[config.mk]
export PLATFORM = sky130hd
export DESIGN_NAME = des_key_sched
export DESIGN_NICKNAME = d
export VERILOG_FILES = /design/src/rtl/des_key_sched.sv
export SDC_FILE = /design/constraint.sdc
export NUM_CORES = 1
export LEC_CHECK = 0
export ABC_AREA = 1
export BUFFER_PORTS_ARGS = -buffer_cell sky130_fd_sc_hd__buf_2
export CORE_AREA = 3 3 86 97
export CTS_CLUSTER_DIAMETER = 50
export DETAILED_ROUTE_END_ITERATION = 7
export DIE_AREA = 0 0 89 100
export MAX_ROUTING_LAYER = met4
export PLACE_DENSITY = 0.86
export SYNTH_ARGS = -nofsm -noshare
export SYNTH_HDL_FRONTEND = slang
export SYNTH_SLANG_ARGS = --single-unit
[constraint.sdc]
create_clock -name clk -period 2.7 [get_ports clk]
set_input_delay 0.27 -clock clk [delete_from_list [all_inputs] [get_ports clk]]
set_output_delay 0.27 -clock clk [all_outputs]
set_load 0.03 [all_outputs]
[src/rtl/des_key_sched.sv]
`default_nettype none
// +-----------------------------------------------------------------------------+
// | des_key_sched : DES subkey generator, one subkey per valid/ready beat.      |
// | Optional decrypt order (K16..K1) enabled by macro DES_KEY_SCHED_DECRYPT_EN. |
// | Revision: 1.0                                                               |
// +-----------------------------------------------------------------------------+
module des_key_sched (
    input  logic        clk,
    input  logic        rst_n,
    input  logic        start,
    input  logic [63:0] key,
    input  logic        decrypt,
    output logic        busy,
    output logic [47:0] subkey,
    output logic [3:0]  subkey_idx,
    output logic        subkey_valid,
    input  logic        subkey_ready,
    output logic        done
);

    typedef enum logic [0:0] {
        S_IDLE = 1'b0,
        S_RUN  = 1'b1
    } state_t;

    // Table entries are FIPS 1-based bit numbers.
    localparam logic [5:0] c_PC1 [56] = '{
        6'd57, 6'd49, 6'd41, 6'd33, 6'd25, 6'd17, 6'd9,
        6'd1,  6'd58, 6'd50, 6'd42, 6'd34, 6'd26, 6'd18,
        6'd10, 6'd2,  6'd59, 6'd51, 6'd43, 6'd35, 6'd27,
        6'd19, 6'd11, 6'd3,  6'd60, 6'd52, 6'd44, 6'd36,
        6'd63, 6'd55, 6'd47, 6'd39, 6'd31, 6'd23, 6'd15,
        6'd7,  6'd62, 6'd54, 6'd46, 6'd38, 6'd30, 6'd22,
        6'd14, 6'd6,  6'd61, 6'd53, 6'd45, 6'd37, 6'd29,
        6'd21, 6'd13, 6'd5,  6'd28, 6'd20, 6'd12, 6'd4
    };

    localparam logic [5:0] c_PC2 [48] = '{
        6'd14, 6'd17, 6'd11, 6'd24, 6'd1,  6'd5,
        6'd3,  6'd28, 6'd15, 6'd6,  6'd21, 6'd10,
        6'd23, 6'd19, 6'd12, 6'd4,  6'd26, 6'd8,
        6'd16, 6'd7,  6'd27, 6'd20, 6'd13, 6'd2,
        6'd41, 6'd52, 6'd31, 6'd37, 6'd47, 6'd55,
        6'd30, 6'd40, 6'd51, 6'd45, 6'd33, 6'd48,
        6'd44, 6'd49, 6'd39, 6'd56, 6'd34, 6'd53,
        6'd46, 6'd42, 6'd50, 6'd36, 6'd29, 6'd32
    };

    // Bit r-1 set means round r shifts by 2, otherwise by 1.
    localparam logic [15:0] c_SHIFT2 = 16'b0111_1110_1111_1100;

    state_t      r_state;
    state_t      w_state_nxt;
    logic [27:0] r_c;
    logic [27:0] r_d;
    logic [3:0]  r_idx;
    logic        r_done;
    logic        w_dec;
    logic        w_accept;
    logic        w_beat;
    logic        w_last;
    logic [3:0]  w_idx_inc;
    logic [27:0] w_c0;
    logic [27:0] w_d0;
    logic [55:0] w_cd;
    logic [7:0]  w_unused_parity;

    function automatic logic [27:0] f_rotl(input logic [27:0] v, input logic two);
        return two ? {v[1:0], v[27:2]} : {v[0], v[27:1]};
    endfunction

`ifdef DES_KEY_SCHED_DECRYPT_EN
    logic r_dec;

    function automatic logic [27:0] f_rotr(input logic [27:0] v, input logic two);
        return two ? {v[25:0], v[27:26]} : {v[26:0], v[27]};
    endfunction

    assign w_dec = r_dec;
`else
    logic w_unused_decrypt;

    assign w_unused_decrypt = decrypt;
    assign w_dec            = 1'b0;
`endif

    assign w_unused_parity = {key[63], key[55], key[47], key[39],
                              key[31], key[23], key[15], key[7]};

    assign w_accept  = (r_state == S_IDLE) && start;
    assign w_beat    = (r_state == S_RUN) && subkey_ready;
    assign w_last    = w_beat && (w_dec ? (r_idx == 4'd0) : (r_idx == 4'd15));
    assign w_idx_inc = r_idx + 4'd1;

    always_comb begin
        w_c0 = '0;
        w_d0 = '0;
        for (int i = 0; i < 28; i++) begin
            w_c0[i] = key[c_PC1[i] - 6'd1];
            w_d0[i] = key[c_PC1[i + 28] - 6'd1];
        end
    end

    always_ff @(posedge clk) begin
        if (!rst_n) begin
            r_state <= S_IDLE;
        end else begin
            r_state <= w_state_nxt;
        end
    end

    always_comb begin
        w_state_nxt = r_state;
        case (r_state)
            S_IDLE:  if (start)  w_state_nxt = S_RUN;
            S_RUN:   if (w_last) w_state_nxt = S_IDLE;
            default: w_state_nxt = S_IDLE;
        endcase
    end

    always_ff @(posedge clk) begin
        if (!rst_n) begin
            r_c    <= '0;
            r_d    <= '0;
            r_idx  <= '0;
            r_done <= 1'b0;
`ifdef DES_KEY_SCHED_DECRYPT_EN
            r_dec  <= 1'b0;
`endif
        end else begin
            r_done <= w_last;
            if (w_accept) begin
`ifdef DES_KEY_SCHED_DECRYPT_EN
                r_dec <= decrypt;
                if (decrypt) begin
                    // C16/D16 equals C0/D0: total rotation over 16 rounds is 28.
                    r_c   <= w_c0;
                    r_d   <= w_d0;
                    r_idx <= 4'd15;
                end else begin
                    r_c   <= f_rotl(w_c0, 1'b0);
                    r_d   <= f_rotl(w_d0, 1'b0);
                    r_idx <= 4'd0;
                end
`else
                r_c   <= f_rotl(w_c0, 1'b0);
                r_d   <= f_rotl(w_d0, 1'b0);
                r_idx <= 4'd0;
`endif
            end else if (w_beat && !w_last) begin
`ifdef DES_KEY_SCHED_DECRYPT_EN
                if (w_dec) begin
                    r_c   <= f_rotr(r_c, c_SHIFT2[r_idx]);
                    r_d   <= f_rotr(r_d, c_SHIFT2[r_idx]);
                    r_idx <= r_idx - 4'd1;
                end else begin
                    r_c   <= f_rotl(r_c, c_SHIFT2[w_idx_inc]);
                    r_d   <= f_rotl(r_d, c_SHIFT2[w_idx_inc]);
                    r_idx <= w_idx_inc;
                end
`else
                r_c   <= f_rotl(r_c, c_SHIFT2[w_idx_inc]);
                r_d   <= f_rotl(r_d, c_SHIFT2[w_idx_inc]);
                r_idx <= w_idx_inc;
`endif
            end
        end
    end

    assign w_cd = {r_d, r_c};

    always_comb begin
        subkey = '0;
        for (int i = 0; i < 48; i++) begin
            subkey[i] = w_cd[c_PC2[i] - 6'd1];
        end
    end

    assign busy         = (r_state == S_RUN);
    assign subkey_valid = (r_state == S_RUN);
    assign subkey_idx   = r_idx;
    assign done         = r_done;

endmodule
`default_nettype wire

==> run summary, run 1 <==
POWER AND IR DROP
----------------------------------------------------------------------------------------------------
Part of the power in combinational logic                                                       32.5%
Power spent charging and discharging nets                                                    1.01 mW
Power Dens Cells                                                                          632 nW/µm²
Max IR drop VDD                                                                             0.339 mV
Total Power Consumption                                                                      2.71 mW
Leakage power of the design                                                                  2.06 nW
Internal power                                                                               1.71 mW
Power share of the clock group                                                                 27.5%
Part of the power in registers                                                                 40.0%
Switching power share of the total                                                             37.2%

HOLD PATH
----------------------------------------------------------------------------------------------------
Worst hold path stage count                                                                        3
Worst Hold Launch                                                                            key[53]
Hold Path Sink                                                                                r_d[8]
Kind of path behind the tightest hold check                                                in -> reg

YOSYS
----------------------------------------------------------------------------------------------------
Gate count after technology mapping                                                              602
Post-synthesis share of cell area spent on and, or, nand and nor gates                         23.9%
Portion of netlist area occupied by mux cells                                                     0%
Library cells used by synthesis                                                                   22
Synth Area in Compound Gates                                                                   21.5%
Adder-cell share of the synthesized area                                                      0.308%
Syn Nets                                                                                         672
Combined area of all synthesized cells                                                      4070 µm²
Sequential area share after synthesis                                                          30.5%
Parity-gate share of the synthesized area counting xor and xnor cells                             0%
Number of warnings printed during yosys synthesis                                                  0
Flops & latches, synth                                                                            62
Average footprint of a synthesized cell                                                     6.75 µm²
Combinational family with the most area after synthesis                                 simple AND/OR/NAND/NOR gates

CELLS AND AREA
----------------------------------------------------------------------------------------------------
Footprint of the flip-flops and latches                                                     1240 µm²
Commonest cells after routing, fill and taps aside                                      nand3_1 (170), a21oi_1 (116), buf_2 (114)
Multi-input logic area                                                                      1870 µm²
Share of post-route cells with drive strength above 1                                          23.4%
Nets                                                                                             705
P&R area growth vs syn                                                                         5.66%
# diodes                                                                                           0
Most common cell after layout, fill and taps aside                                           nand3_1
Total of fill cells in the finished design                                                       709
Post-route non-filler standard cell count                                                        725
Total non-filler cell area in the finished layout                                           4300 µm²

PLACED DESIGN
----------------------------------------------------------------------------------------------------
Placement Cell Area                                                                         4120 µm²
Port bufs                                                                                        114
Number of placed instances, taps included                                                        711
Final HPWL from detailed placement                                                           6660 µm
Placement-stage worst setup slack                                                           0.586 ns
Placer Congestion                                                                              0.771

FLOORPLANNING
----------------------------------------------------------------------------------------------------
DIE AREA                                                                                    8900 µm²
Num ports                                                                                        124
Row cnt                                                                                           33
Initial core utilization                                                                       55.0%
Die width                                                                                      89 µm
Area of the core                                                                            7390 µm²
Overall die height                                                                            100 µm

ROUTING
----------------------------------------------------------------------------------------------------
Number of DRC markers after the initial detailed-route iteration                                 227
Detailed-routing iteration count for the pre-antenna-repair pass                                   5
Routed Wire Length                                                                          10400 µm
Ratio of routed vias to standard cells                                                          5.75
DR vias                                                                                         4166
DRC viols                                                                                          0
Mean routed wirelength per cell                                                              14.4 µm
Post-DRT Antenna Nets                                                                              0

CTS
----------------------------------------------------------------------------------------------------
Cts bufs inserted                                                                                  9
CTS Hold Buffers Added                                                                             0
Worst skew pair latency                                                                      0.33 ns
Resize count post-CTS                                                                              0
Clock-pin slew reported for the worst setup and hold paths after clock tree synthesis        0.07 ns
Clock tree root driver cell                                                                 clkbuf_8
Clock sink count                                                                                  62
Maximum buffer depth of the clock tree                                                             2
Number of buffers inserted to repair setup after CTS                                               0
H-tree level count                                                                                 3
Clock tree from TritonCTS                                                                      built

WORST SETUP PATH
----------------------------------------------------------------------------------------------------
Depth of the worst register-to-register path                                                       9
Master of the slowest instance on the critical path                                          nand2_2
Crit Path Max Fanout                                                                              32
Crit path max-delay family                                                              simple AND/OR/NAND/NOR gates
Worst setup EP type                                                                        flip-flop
Data arrival, critical path                                                                  2.39 ns
Reg-to-reg setup timing slack                                                                0.53 ns
Series of cell instances along the critical path                                        ha_1 > nand2_1 > nand2_1 > nor2_1 > nand2_2 > buf_4 > nand3_1 > nand3_1 > a21oi_1
Worst Path Required                                                                          2.92 ns
End of the worst register-to-register path                                                   r_c[12]
Critical path type                                                                        reg -> reg
Startpoint of the worst-slack reg-to-reg timing path                                    subkey_idx[0]
Startpoint class of the critical path                                                      flip-flop
Max incr delay on CP                                                                         0.45 ns
Number of buffers and inverters on the critical path                                               1

GLOBAL ROUTING
----------------------------------------------------------------------------------------------------
GR Util All Layers                                                                             24.4%
Wire length of the first global-routing pass                                                17200 µm
Overflow left after global routing                                                                 0
Largest net degree at the start of global routing                                                 57
Via count of the first global-routing pass                                                      3772
Number of antenna violations at the first check in global routing                                  0

STA
----------------------------------------------------------------------------------------------------
Final number of setup-violating endpoints                                                          0
Highest clock frequency the design can meet                                                  461 MHz
Relative max-transition margin                                                                 32.7%
Final count of pins violating max slew                                                             0
Worst Tran Pin Value                                                                         1.01 ns
Final critical path time including I/O delays and setup                                      2.17 ns
Setup repair after global routing missed its margin                                               no
Fin Clk Skew                                                                              0.00656 ns
Part of the cycle the worst path needs                                                         80.4%
Final Worst Setup Slack                                                                     0.530 ns
TNS Setup                                                                                       0 ns
Final hold violations                                                                              0

STATUS
----------------------------------------------------------------------------------------------------
Status                                                                                  complete, no violations

RUN
----------------------------------------------------------------------------------------------------
Max-capacitance violation count                                                                    0

[layout make-up]
cell class | count | area share (%)
flip-flops and latches | 62 | 28.9
multi-input cells | 371 | 43.6
clock inverters | 1 | 0.116
well taps | 87 | 2.53
inverters | 66 | 5.77
repair buffers | 125 | 15.2
clock buffers | 13 | 3.93
[worst max path at each step]
stage / cells after the start / slack, ns / start / endpoint
2_1_floorplan: 10 / 0.94 / subkey_idx[1] / r_c[12]
3_3_place_gp: 8 / 0.69 / subkey_idx[0] / r_c[4]
3_5_place_dp: 10 / 0.59 / subkey_idx[0] / r_c[23]
4_1_cts: 8 / 0.58 / subkey_idx[0] / r_c[2]
5_1_grt: 8 / 0.28 / subkey_idx[0] / r_c[2]
6_report: 9 / 0.53 / subkey_idx[0] / r_c[12]
[synth_stat cells]
library cell,instances,share of area [%]
nor2_2,1,0.15
o21ai_0,19,2.3
buf_4,51,9.4
nand3b_1,2,0.37
buf_2,16,2.0
nand3_1,170,21
ha_1,1,0.31
inv_1,63,5.8
dfxtp_1,62,31
nand2_1,13,1.2
inv_2,3,0.28
or2_2,1,0.15
nor2_4,1,0.28
clkbuf_1,15,1.4
o21ai_1,40,4.9
buf_1,5,0.46
nor2_1,4,0.37
nor3_1,1,0.12
buf_6,16,4.4
a21oi_1,116,14
nand2_2,1,0.15
nand4_1,1,0.15
[power groups by stage]
| stage | logic [mW] | registers [mW] | clock network, mW |
|---|---|---|---|
| floorplan | 0.813 | 1.09 | 0 |
| global placement | 0.861 | 1.10 | 0 |
| detailed placement | 0.879 | 1.10 | 0 |
| CTS | 0.881 | 1.08 | 0.768 |
| global route | 0.986 | 1.10 | 0.799 |
| finish | 0.882 | 1.09 | 0.746 |
[layer usage]
layer	track usage (%)	vias to the layer above	part of all wire, %
met1	31.0	1899	42
met3	4.27	16	8.6
met2	38.1	188	48
met4	10.4	0	1.4
met5	-	-	0
li1	-	2063	-
[cells by family after synthesis]
family,count (synthesis)
AOI/OAI and AO/OA,175
adders and majority gates,1
buffers and inverters,169
DFF,62
and+or+nand+nor,195
[flip-flops by register name (all words and copies together) (netlist names)]
signal,cells
busy,1
done,1
r_c,28
r_d,28
subkey_idx,4
[per-stage QoR]
stage | util [%] | hold WS [ns]
global placement | 55.8 | 0.510
floorplan | - | 0.460
detailed placement | 55.8 | 0.514
finish | 58.1 | 0.217
global route | 58.1 | 0.221
CTS | 58.1 | 0.195
[worst reg2reg max path, cell delays in order, from the launching register on]
cell	delay, ns
dfxtp_1	0.42
ha_1	0.23
nand2_1	0.09
nand2_1	0.10
nor2_1	0.06
nand2_2	0.45
buf_4	0.40
nand3_1	0.13
nand3_1	0.12
a21oi_1	0.07
No activity file was read; power rests on OpenSTA's default activity.
==> inputs of run 2 (changes only) <==
- CORE_AREA: 3 3 86 97 -> 3 3 93 104
- DIE_AREA: 0 0 89 100 -> 0 0 96 107
- PLACE_DENSITY: 0.86 -> 0.79
- clock period: 2.7 -> 1.9 ns (I/O delays scaled with it)
==> run 2 against run 1 <==
Against the previous run: hold slack got worse by 0.081 ns; critical path type unchanged; critical path depth stayed put; count of clock-buffer cells in the layout grew 1; via count is 1.1% lower; sequential power rose by 41%.
==> run summary, run 2 (synthesized netlist as in run 1, its figures left out) <==
STATUS
----------------------------------------------------------------------------------------------------
Status                                                                                  complete, no violations

GLOBAL ROUTING
----------------------------------------------------------------------------------------------------
Number of antenna violations at the first check in global routing                                  1   +1
Via count of the first global-routing pass                                                      3774   +0.053%
M2 GR Usage                                                                                    35.1%   -2.9 points
Met1 Resource Use GR                                                                           25.5%   -5.5 points
GR Util All Layers                                                                             21.4%   -3.0 points
Largest net degree at the start of global routing                                                 58   +1.8%
Overflow left after global routing                                                                 0   unchanged
Routing usage on met3                                                                          5.12%   +0.85 points
Most used routing layer in global routing                                                       met2
Wire length of the first global-routing pass                                                17300 µm   +0.60%

CELLS AND AREA
----------------------------------------------------------------------------------------------------
Total of fill cells in the finished design                                                       904   +28%
Most common cell after layout, fill and taps aside                                           nand3_1
Commonest cells after routing, fill and taps aside                                      nand3_1 (170), a21oi_1 (116), buf_2 (114)
Post-route core utilization                                                                    50.3%   -7.9 points
P&R area growth vs syn                                                                         8.58%
Nets                                                                                             709   +0.57%
Footprint of the flip-flops and latches                                                     1240 µm²   +0.10%
Multi-input logic area                                                                      1870 µm²   unchanged
Share of post-route cells with drive strength above 1                                          23.8%   +0.44 points

FLOORPLANNING
----------------------------------------------------------------------------------------------------
Row cnt                                                                                           36   +9.1%
Die width                                                                                      96 µm   +7.9%
Initial core utilization                                                                       46.3%   -8.7 points
Area of the core                                                                            8780 µm²   +19%
Overall die height                                                                            107 µm   +7.0%
Num ports                                                                                        124   unchanged
DIE AREA                                                                                   10300 µm²   +15%

WORST SETUP PATH
----------------------------------------------------------------------------------------------------
Startpoint class of the critical path                                                      flip-flop
Crit Path Max Fanout                                                                              22   -31%
Worst setup path startpoint                                                             subkey_idx[0]
Reg-to-reg setup timing slack                                                                0.17 ns   -0.36 ns
Worst Path Required                                                                          2.16 ns   -0.76 ns
Startpoint of the worst-slack reg-to-reg timing path                                    subkey_idx[0]
Worst setup EP type                                                                        flip-flop
Critical path type                                                                        reg -> reg
Data arrival, critical path                                                                  1.99 ns   -0.40 ns

CTS
----------------------------------------------------------------------------------------------------
CTS Hold Buffers Added                                                                             0   unchanged
Maximum buffer depth of the clock tree                                                             2   unchanged
Clock sink count                                                                                  62   unchanged
H-tree level count                                                                                 3   unchanged
Cts bufs inserted                                                                                  9   unchanged
Worst skew pair latency                                                                      0.33 ns   about the same
Clock-pin slew reported for the worst setup and hold paths after clock tree synthesis        0.07 ns   about the same
Clock tree root driver cell                                                                 clkbuf_8
Clock tree from TritonCTS                                                                      built
Number of buffers inserted to repair setup after CTS                                               0   unchanged

PLACED DESIGN
----------------------------------------------------------------------------------------------------
Port bufs                                                                                        114   unchanged
Placement-stage worst setup slack                                                           0.120 ns   -0.466 ns
Placer Congestion                                                                              0.791   +2.6%
Final HPWL from detailed placement                                                           7090 µm   +6.6%

STA
----------------------------------------------------------------------------------------------------
Highest clock frequency the design can meet                                                  577 MHz   +25%
Final number of setup-violating endpoints                                                          0   unchanged
TNS Setup                                                                                       0 ns   unchanged
Final hold violations                                                                              0   unchanged
Setup repair after global routing missed its margin                                               no
Relative max-transition margin                                                                 34.8%   +2.1 points
Final Worst Setup Slack                                                                     0.168 ns   -0.362 ns
Worst Tran Pin Value                                                                        0.976 ns   -0.0317 ns
Final critical path time including I/O delays and setup                                      1.73 ns   -0.438 ns
Fin Clk Skew                                                                              0.00522 ns   -0.00134 ns
Final count of pins violating max slew                                                             0   unchanged
Part of the cycle the worst path needs                                                         91.1%   +11 points

POWER AND IR DROP
----------------------------------------------------------------------------------------------------
Max IR drop VDD                                                                             0.401 mV   +18%
Power Dens Cells                                                                          870 nW/µm²   +38%
Total Power Consumption                                                                      3.84 mW   +41%
Leakage power of the design                                                                  2.10 nW   +2.0%

ROUTING
----------------------------------------------------------------------------------------------------
Detailed-routing iteration count for the pre-antenna-repair pass                                   4   -1
Post-DRT Antenna Nets                                                                              0   unchanged
Number of DRC markers after the initial detailed-route iteration                                 218   -4.0%
Ratio of routed vias to standard cells                                                          5.44   -5.4%
Routed Wire Length                                                                          10500 µm   +0.47%
Mean routed wirelength per cell                                                              13.8 µm   -3.9%
DRC viols                                                                                          0   unchanged
DR vias                                                                                         4122   -1.1%

RUN
----------------------------------------------------------------------------------------------------
Max-capacitance violation count                                                                    0   unchanged

HOLD PATH
----------------------------------------------------------------------------------------------------
Kind of path behind the tightest hold check                                                in -> reg
Worst Hold Launch                                                                            key[38]

[run 2: cell count changes in the layout (fill, tap and decap cells not counted), moves of 2 or more]
cell,previous run,this run
buf_6,0,2
clkbuf_1,1,3
buf_4,11,9
buf_12,0,4
[run 2: stage by stage]
step / hold WS [ns] / cell area, µm² / std cells
3_3_place_gp: 0.472 / 4240 / 742
2_1_floorplan: 0.380 / 4070 / 602
4_1_cts: 0.115 / 4400 / 757
5_1_grt: 0.126 / 4420 / 758
6_report: 0.136 / 4420 / 758
3_5_place_dp: 0.473 / 4240 / 742
[run 2: final timing paths]
path	to	cells after the start
hold reg to reg	r_d[14]	2
hold / removal	r_d[2]	3
setup / recovery	r_c[27]	9
setup reg to reg	r_c[27]	9
[run 2: layer usage]
| metal | part of all wire [%] | vias to the layer above | wire [µm] |
|---|---|---|---|
| li1 | - | 2073 | - |
| met1 | 41 | 1884 | 4330 |
| met2 | 50 | 153 | 5220 |
| met3 | 7.6 | 12 | 794 |
| met4 | 1.3 | 0 | 131 |
| met5 | 0 | - | 0 |
[run 2: power breakdown]
| group | total (mW) | switching, mW | leakage (nW) | internal, mW |
|---|---|---|---|---|
| Clock | 1.02 | 0.484 | 0.0865 | 0.538 |
| Sequential | 1.54 | 0.103 | 0.513 | 1.44 |
| Combinational | 1.27 | 0.833 | 1.50 | 0.441 |
[run 2: layout make-up]
cell class,count,area share [%]
clock inverters,1,0.113
well taps,114,3.23
inverters,66,5.61
multi-input cells,371,42.4
diodes,1,0.0567
repair buffers,129,16.8
clock buffers,14,3.68
flip-flops and latches,62,28.1
[run 2: what timing repair did]
item                       CTS  global route
resized for setup            0             4
hold endpoints to repair     0             0
setup endpoints to repair    0            43
[run 2: critical path, cell delays in order (launching register included)]
cell and delay, ns:
dfxtp_2 0.35, ha_1 0.23, nand3_1 0.14, nand2_2 0.10
inv_2 0.10, nor2_4 0.05, inv_2 0.14, buf_4 0.28
o21ai_0 0.12, a21oi_1 0.15
